### src/rtl/instr_memory_ctrl_if.sv
// Load/fetch bus between the program loader / fetch stage and instr_memory_ctrl.
// The master drives load and fetch requests. The slave returns fetched words and status.
interface instr_memory_ctrl_if #(
  parameter int INSTR_WIDTH = 16,
  parameter int ADDR_WIDTH  = 8
);
  logic                   load_start;
  logic                   load_valid;
  logic [INSTR_WIDTH-1:0] load_data;
  logic                   load_done;
  logic                   fetch_en;
  logic [ADDR_WIDTH-1:0]  program_counter;
  logic [INSTR_WIDTH-1:0] instruction;
  logic                   instr_valid;
  logic                   instr_stop;
  logic [ADDR_WIDTH:0]    prog_len;
  logic                   load_overflow;
  logic [1:0]             state;

  modport master (
    output load_start, load_valid, load_data, load_done, fetch_en, program_counter,
    input  instruction, instr_valid, instr_stop, prog_len, load_overflow, state
  );

  modport slave (
    input  load_start, load_valid, load_data, load_done, fetch_en, program_counter,
    output instruction, instr_valid, instr_stop, prog_len, load_overflow, state
  );
endinterface

### src/rtl/instr_memory_ctrl.sv
// Instruction memory: a sequential program-load port and a registered fetch port.
// The recorded program length gates every fetch and drives the processor stop flag.
module instr_memory_ctrl #(
  parameter int INSTR_WIDTH = 16,
  parameter int ADDR_WIDTH  = 8,
  parameter int DEPTH       = 2 ** ADDR_WIDTH
) (
  input logic                clk,
  input logic                rst_n,
  instr_memory_ctrl_if.slave bus
);

  typedef enum logic [1:0] {
    IDLE = 2'b00,
    LOAD = 2'b01,
    RUN  = 2'b10,
    HALT = 2'b11
  } state_e;

  localparam logic [ADDR_WIDTH:0] FULL_LEN = (ADDR_WIDTH + 1)'(DEPTH);
  localparam logic [ADDR_WIDTH:0] LEN_ONE  = (ADDR_WIDTH + 1)'(1);

  state_e                 state_q;
  logic [ADDR_WIDTH-1:0]  wr_ptr_q,  wr_ptr_d;
  logic [ADDR_WIDTH:0]    prog_len_q, prog_len_d;
  logic                   overflow_q;
  logic [INSTR_WIDTH-1:0] instruction_q;
  logic                   instr_valid_q;
  logic                   instr_stop_q;

  logic [INSTR_WIDTH-1:0] mem_q [DEPTH];

  logic                   load_accept;
  logic                   load_drop;
  logic [ADDR_WIDTH:0]    pc_ext;
  logic                   fetch_hit;
  logic                   fetch_last;

  always_comb begin
    load_accept = 1'b0;
    load_drop   = 1'b0;
    if (state_q == LOAD && !bus.load_start && bus.load_valid) begin
      load_accept = (prog_len_q < FULL_LEN);
      load_drop   = (prog_len_q >= FULL_LEN);
    end
    wr_ptr_d   = load_accept ? wr_ptr_q + 1'b1 : wr_ptr_q;
    prog_len_d = load_accept ? prog_len_q + LEN_ONE : prog_len_q;
    // pc+1 is formed one bit wider so the last word of a full memory stops instead of wrapping
    pc_ext     = {1'b0, bus.program_counter};
    fetch_hit  = (pc_ext < prog_len_q);
    fetch_last = ((pc_ext + LEN_ONE) >= prog_len_q);
  end

  // Memory array has no reset; stale words stay hidden behind prog_len.
  always_ff @(posedge clk) begin
    if (load_accept) begin
      mem_q[wr_ptr_q] <= bus.load_data;
    end
  end

  always_ff @(posedge clk or negedge rst_n) begin
    if (!rst_n) begin
      state_q       <= IDLE;
      wr_ptr_q      <= '0;
      prog_len_q    <= '0;
      overflow_q    <= 1'b0;
      instruction_q <= '0;
      instr_valid_q <= 1'b0;
      instr_stop_q  <= 1'b0;
    end else if (bus.load_start) begin
      state_q       <= LOAD;
      wr_ptr_q      <= '0;
      prog_len_q    <= '0;
      overflow_q    <= 1'b0;
      instr_valid_q <= 1'b0;
      instr_stop_q  <= 1'b0;
    end else begin
      wr_ptr_q   <= wr_ptr_d;
      prog_len_q <= prog_len_d;
      if (load_drop) begin
        overflow_q <= 1'b1;
      end
      case (state_q)
        IDLE: begin
          instr_valid_q <= 1'b0;
        end
        LOAD: begin
          instr_valid_q <= 1'b0;
          // Length after any same-cycle write decides between RUN and an empty program
          if (bus.load_done) begin
            state_q <= (prog_len_d != '0) ? RUN : IDLE;
          end
        end
        RUN: begin
          if (bus.fetch_en) begin
            if (fetch_hit) begin
              instruction_q <= mem_q[bus.program_counter];
              instr_valid_q <= 1'b1;
              instr_stop_q  <= fetch_last;
              if (fetch_last) begin
                state_q <= HALT;
              end
            end else begin
              instruction_q <= '0;
              instr_valid_q <= 1'b0;
              instr_stop_q  <= 1'b1;
              state_q       <= HALT;
            end
          end else begin
            instr_valid_q <= 1'b0;
          end
        end
        HALT: begin
          instr_valid_q <= 1'b0;
          instr_stop_q  <= 1'b1;
        end
        default: begin
          state_q <= IDLE;
        end
      endcase
    end
  end

  assign bus.instruction   = instruction_q;
  assign bus.instr_valid   = instr_valid_q;
  assign bus.instr_stop    = instr_stop_q;
  assign bus.prog_len      = prog_len_q;
  assign bus.load_overflow = overflow_q;
  assign bus.state         = state_q;

endmodule

### src/flat_wrapper.sv
// flat-port wrapper written by rule: the top's interface ports become plain ports
module instr_memory_ctrl_flat 
#(
  parameter int INSTR_WIDTH = 16,
  parameter int ADDR_WIDTH  = 8,
  parameter int DEPTH       = 2 ** ADDR_WIDTH
)
  (clk, rst_n, bus_load_start, bus_load_valid, bus_load_data, bus_load_done, bus_fetch_en, bus_program_counter, bus_instruction, bus_instr_valid, bus_instr_stop, bus_prog_len, bus_load_overflow, bus_state);
  instr_memory_ctrl_if #(.INSTR_WIDTH(INSTR_WIDTH), .ADDR_WIDTH(ADDR_WIDTH)) bus_i ();
  input logic clk;
  input logic rst_n;
  input wire logic [$bits(bus_i.load_start)-1:0] bus_load_start;
  input wire logic [$bits(bus_i.load_valid)-1:0] bus_load_valid;
  input wire logic [$bits(bus_i.load_data)-1:0] bus_load_data;
  input wire logic [$bits(bus_i.load_done)-1:0] bus_load_done;
  input wire logic [$bits(bus_i.fetch_en)-1:0] bus_fetch_en;
  input wire logic [$bits(bus_i.program_counter)-1:0] bus_program_counter;
  output wire logic [$bits(bus_i.instruction)-1:0] bus_instruction;
  output wire logic [$bits(bus_i.instr_valid)-1:0] bus_instr_valid;
  output wire logic [$bits(bus_i.instr_stop)-1:0] bus_instr_stop;
  output wire logic [$bits(bus_i.prog_len)-1:0] bus_prog_len;
  output wire logic [$bits(bus_i.load_overflow)-1:0] bus_load_overflow;
  output wire logic [$bits(bus_i.state)-1:0] bus_state;
  assign bus_i.load_start = bus_load_start;
  assign bus_i.load_valid = bus_load_valid;
  assign bus_i.load_data = bus_load_data;
  assign bus_i.load_done = bus_load_done;
  assign bus_i.fetch_en = bus_fetch_en;
  assign bus_i.program_counter = bus_program_counter;
  assign bus_instruction = bus_i.instruction;
  assign bus_instr_valid = bus_i.instr_valid;
  assign bus_instr_stop = bus_i.instr_stop;
  assign bus_prog_len = bus_i.prog_len;
  assign bus_load_overflow = bus_i.load_overflow;
  assign bus_state = bus_i.state;
  instr_memory_ctrl #(.INSTR_WIDTH(INSTR_WIDTH), .ADDR_WIDTH(ADDR_WIDTH), .DEPTH(DEPTH)) u_core (.clk(clk), .rst_n(rst_n), .bus(bus_i));
endmodule
### config.mk
export PLATFORM = sky130hd
export DESIGN_NAME = instr_memory_ctrl_flat
export DESIGN_NICKNAME = d
export VERILOG_FILES = /design/src/rtl/instr_memory_ctrl_if.sv /design/src/rtl/instr_memory_ctrl.sv /design/src/flat_wrapper.sv
export SDC_FILE = /design/constraint.sdc
export NUM_CORES = 2
export LEC_CHECK = 0
export CAP_MARGIN = 10
export CORE_ASPECT_RATIO = 1.4
export CORE_MARGIN = 2
export CORE_UTILIZATION = 40
export CTS_BUF_LIST = sky130_fd_sc_hd__clkbuf_4 sky130_fd_sc_hd__clkbuf_8 sky130_fd_sc_hd__clkbuf_16
export DETAILED_ROUTE_END_ITERATION = 16
export RECOVER_POWER = 100
export SKIP_LAST_GASP = 1
export SYNTH_ARGS = -nofsm -noshare
export SYNTH_HDL_FRONTEND = slang
export SYNTH_SLANG_ARGS = --single-unit
### constraint.sdc
create_clock -name clk -period 4.8 [get_ports clk]
set_input_delay 0.96 -clock clk [delete_from_list [all_inputs] [get_ports clk]]
set_output_delay 0.96 -clock clk [all_outputs]
set_load 0.05 [all_outputs]
==> impl_summary.log <==
INFO  metric outcome = finished, violations left
INFO  metric violated_checks = DRC, capacitance limit, slew limit
INFO  metric setup_slack = 0.142 ns
INFO  metric p_per_area = 408 mW/mm2
INFO  metric fin_nets = 8144
INFO  metric timing.reg2reg.setup_slack = about 0.41 ns
INFO  metric post_cts_resized = 0
INFO  metric drc = 3
INFO  metric slew_headroom = -165%
INFO  metric tightest_slew = approximately 4.0 ns
INFO  metric worstSetupStartpointType = primary input
INFO  metric final.hold.worst_slack = 0.528 ns
INFO  metric clk_transition_reported_paths = around 0.07 ns
INFO  metric synth_seq_area_share = between 70 and 80%
INFO  metric maximum_vdd_drop = 0.318 mV
INFO  metric yosysWarnings = 0
INFO  metric totalPowerFinal = about 74 mW
INFO  metric dp_wirelength = approximately 300000 um
INFO  metric fmaxAchievable = 0.215 GHz
INFO  metric dr_total_vias = slightly above 80k
INFO  metric post-route-util = 45.9%
INFO  metric post_drt_via_cell_ratio = around 6
INFO  metric hold_path_end = u_core.bus.load_overflow
INFO  metric post_synth.cell_area_avg = between 20 and 25 um2
INFO  metric drt-met1-wl = around 170000 um
INFO  metric finalCriticalPeriod = ~4.7 ns
INFO  metric criticalPathCategory = in -> reg
INFO  metric cts-root-buf = sky130_fd_sc_hd__clkbuf_16
INFO  metric io_pins = 60
INFO  metric grt_usage = a little under a quarter
INFO  metric route.met3.wl = between 30000 and 40000 um
INFO  metric synth.cell_area = 0.159 mm2
INFO  metric synth_top_area_share = 77.4%
INFO  metric synth.top_cells.by_area = sky130_fd_sc_hd__edfxtp_1, sky130_fd_sc_hd__mux4_2, sky130_fd_sc_hd__nor2_1
INFO  metric hold_path_startpoint = u_core.bus.load_overflow
INFO  metric via_count_of_the_first_global_routing_pass = 81.4k
INFO  metric worst_r2r_path_depth = 8
INFO  metric setup.worst_path.end_class = flip-flop
INFO  metric fp.dieH = about 750 um
INFO  metric synthesis.instances = between 7k and 8k
INFO  metric rsz0062_at_grt = no
INFO  metric drt_iter0_drc = just over 10k
INFO  metric wirelength = 467000 um
INFO  metric post_dp_cell_area = roughly 0.17 mm2
INFO  metric timing.final.max_slew_violations = between 2k and 2.5k
INFO  metric rr_endpoint = u_core.mem_q[93][0]
INFO  metric worstSkewPairLatency = 0.97 ns
INFO  metric synthesis.nets = 7391
INFO  metric synthFlopType = sky130_fd_sc_hd__edfxtp_1
INFO  metric gp_congestion = roughly 0.90
INFO  metric grt_max_degree = approximately 130
INFO  metric power.static_leakage = about 57 nW
INFO  metric finalHoldViolCount = 0
INFO  metric core_area = between 0.3 and 0.4 mm2
INFO  metric cts_post_setup_buffers_inserted = 0
INFO  metric final.fill_count = between 30k and 40k
INFO  metric grt_pass1_wl = about 650000 um
INFO  metric portBuffers = just under 60
INFO  metric crit_required = between 5 and 6 ns
INFO  metric tritoncts.num_buffers = approximately 370
INFO  metric synthToLayoutAreaGrowth = 14.6%
INFO  metric dr.max_layer_used = met5
INFO  metric hold-path-cell-count = 2
INFO  metric floorplan.initialDensity = about two fifths
INFO  metric synthDominantAreaCellType = sky130_fd_sc_hd__edfxtp_1
INFO  metric cts_htree_levels = 5
INFO  metric ys_seq_elements = a little over 4k
INFO  metric hold_class = reg -> reg
INFO  metric die-area = between 0.4 and 0.5 mm2
INFO  metric layout_common_cells = sky130_fd_sc_hd__edfxtp_1, sky130_fd_sc_hd__mux4_2, sky130_fd_sc_hd__nor2_1
INFO  metric layout-drive-gt1-share = between 20 and 30%
INFO  metric die_x = about 540 um
INFO  metric cts.hold.buffers_added = 0
INFO  metric synth_async_sr_flop_share = 0.919%
INFO  metric critPathArrivalTime = 5.48 ns
INFO  metric setup-violations-final = 0
INFO  metric std_cell_rows = 274
INFO  metric ctsLongestPathBuffers = 4
INFO  metric synth-edff-count = between 4k and 5k
INFO  metric cts_tree = yes
INFO  metric grt_antenna_before_repair = 33
INFO  metric sink_count_of_the_clock_tree = ~4.1k
INFO  metric synth.distinct_cells = 63
INFO  metric final.period_utilization = a little over nine tenths
INFO  metric route.detailed.wl_per_inst = 34.2 um
INFO  metric drtAntennaViolNets = 0
INFO  metric mostFrequentLayoutCell = sky130_fd_sc_hd__edfxtp_1
INFO  metric finalClockSkew = between 0.06 and 0.07 ns
INFO  metric cap_violations = 38
INFO  metric met2WireLength = around 230000 um
INFO  metric worstPathMaxFanout = 32
INFO  metric preCtsSetupSlack = -0.0939 ns
INFO  metric layout.cell_area.non_filler = between 0.15 and 0.2 mm2
INFO  metric drt_pre_antenna_iters = 11
INFO  metric grt_remaining_overflow = 0
INFO  metric r2r_start = u_core.bus.state[1]
## kinds of logic after synthesis
family,share of synthesized area [%]
and+or+nand+nor,2.40
xor gates and xnor gates,0.110
adders and majority gates,0.181
DFF,78.0
muxes,15.3
AOI/OAI and AO/OA,2.60
buffers and inverters,1.46
## per-layer routing
layer	vias to the layer above	track usage, %
met3	945	3.35
met1	43400	28.3
met2	4014	38.4
met5	-	0
li1	32200	-
met4	6	13.3
## stage by stage
stage               instances  TNS [ns]
global placement        13000    -0.595
finish                  13600         0
CTS                     13600         0
global route            13600         0
floorplan                7338         0
detailed placement      13000   -0.0939
## power breakdown
part	internal (mW)	switching (mW)
sequential	39.7	0.108
clock	17.1	13.4
combinational	1.36	2.71
## how the worst max path moves through the flow
stage / from / end / slack, ns
6_report: bus_program_counter[2] / u_core.bus.instruction[3] / 0.14
5_1_grt: u_core.bus.state[1] / u_core.mem_q[174][12] / 0.39
4_1_cts: bus_program_counter[5] / u_core.bus.instruction[13] / 0.86
3_5_place_dp: bus_program_counter[5] / u_core.bus.instruction[13] / -0.09
3_3_place_gp: bus_program_counter[1] / u_core.bus.instruction[3] / -0.19
2_1_floorplan: bus_program_counter[4] / u_core.bus.state[1] / 0.55
## cell type report
type	count	area, um2	area share [%]
Antenna cell	7	17.5	0.00962
Clock buffer	456	10100	5.57
Clock inverter	224	2220	1.22
Inverter	17	76.3	0.0419
Multi-Input combinational cell	2772	32900	18.1
Sequential cell	4134	124000	68.0
Tap cell	5244	6560	3.60
Timing Repair Buffer	793	6240	3.43
## flip-flops by register name, indices dropped and copies added (netlist names)
name,flops
u_core.bus.prog_len,9
u_core.bus.instruction,16
u_core.bus.instr_stop,1
u_core.mem_q,4096
u_core.bus.instr_valid,1
u_core.wr_ptr_q,8
u_core.bus.state,2
u_core.bus.load_overflow,1
## cells in the mapped netlist, types with 4 or more instances
| library cell | n |
|---|---|
| sky130_fd_sc_hd__a211oi_1 | 20 |
| sky130_fd_sc_hd__a21oi_1 | 70 |
| sky130_fd_sc_hd__a221o_1 | 10 |
| sky130_fd_sc_hd__a221oi_1 | 20 |
| sky130_fd_sc_hd__a22o_1 | 9 |
| sky130_fd_sc_hd__a22oi_1 | 56 |
| sky130_fd_sc_hd__a31oi_1 | 73 |
| sky130_fd_sc_hd__a32o_1 | 7 |
| sky130_fd_sc_hd__a32oi_1 | 4 |
| sky130_fd_sc_hd__and2_1 | 7 |
| sky130_fd_sc_hd__and3_1 | 5 |
| sky130_fd_sc_hd__buf_1 | 18 |
| sky130_fd_sc_hd__buf_2 | 131 |
| sky130_fd_sc_hd__buf_4 | 88 |
| sky130_fd_sc_hd__buf_6 | 28 |
| sky130_fd_sc_hd__clkbuf_1 | 150 |
| sky130_fd_sc_hd__dfrtp_1 | 38 |
| sky130_fd_sc_hd__edfxtp_1 | 4096 |
| sky130_fd_sc_hd__ha_1 | 23 |
| sky130_fd_sc_hd__inv_1 | 14 |
| sky130_fd_sc_hd__mux2_2 | 11 |
| sky130_fd_sc_hd__mux2i_1 | 133 |
| sky130_fd_sc_hd__mux4_2 | 1015 |
| sky130_fd_sc_hd__nand2_1 | 305 |
| sky130_fd_sc_hd__nand3_1 | 79 |
| sky130_fd_sc_hd__nand4_1 | 19 |
| sky130_fd_sc_hd__nor2_1 | 481 |
| sky130_fd_sc_hd__nor2b_1 | 14 |
| sky130_fd_sc_hd__nor3_1 | 14 |
| sky130_fd_sc_hd__nor4_1 | 5 |
| sky130_fd_sc_hd__o2111ai_1 | 8 |
| sky130_fd_sc_hd__o211ai_1 | 29 |
| sky130_fd_sc_hd__o21ai_0 | 146 |
| sky130_fd_sc_hd__o21ai_1 | 5 |
| sky130_fd_sc_hd__o221ai_1 | 46 |
| sky130_fd_sc_hd__o22a_1 | 7 |
| sky130_fd_sc_hd__o22ai_1 | 91 |
| sky130_fd_sc_hd__o31ai_1 | 6 |
| sky130_fd_sc_hd__or3_1 | 5 |
| sky130_fd_sc_hd__xnor2_1 | 13 |
| sky130_fd_sc_hd__xor2_1 | 7 |
## critical path, stage by stage
cell                       delay, ns
sky130_fd_sc_hd__clkbuf_2       0.91
sky130_fd_sc_hd__nand3_1        1.01
sky130_fd_sc_hd__buf_4          0.50
sky130_fd_sc_hd__o22ai_1        0.21
sky130_fd_sc_hd__nor4_1         0.09
sky130_fd_sc_hd__buf_2          0.20
sky130_fd_sc_hd__a31oi_1        0.81
sky130_fd_sc_hd__a31oi_1        0.24
sky130_fd_sc_hd__buf_4          0.21
sky130_fd_sc_hd__a221o_1        0.25
Power figures use the tool's default switching activity.
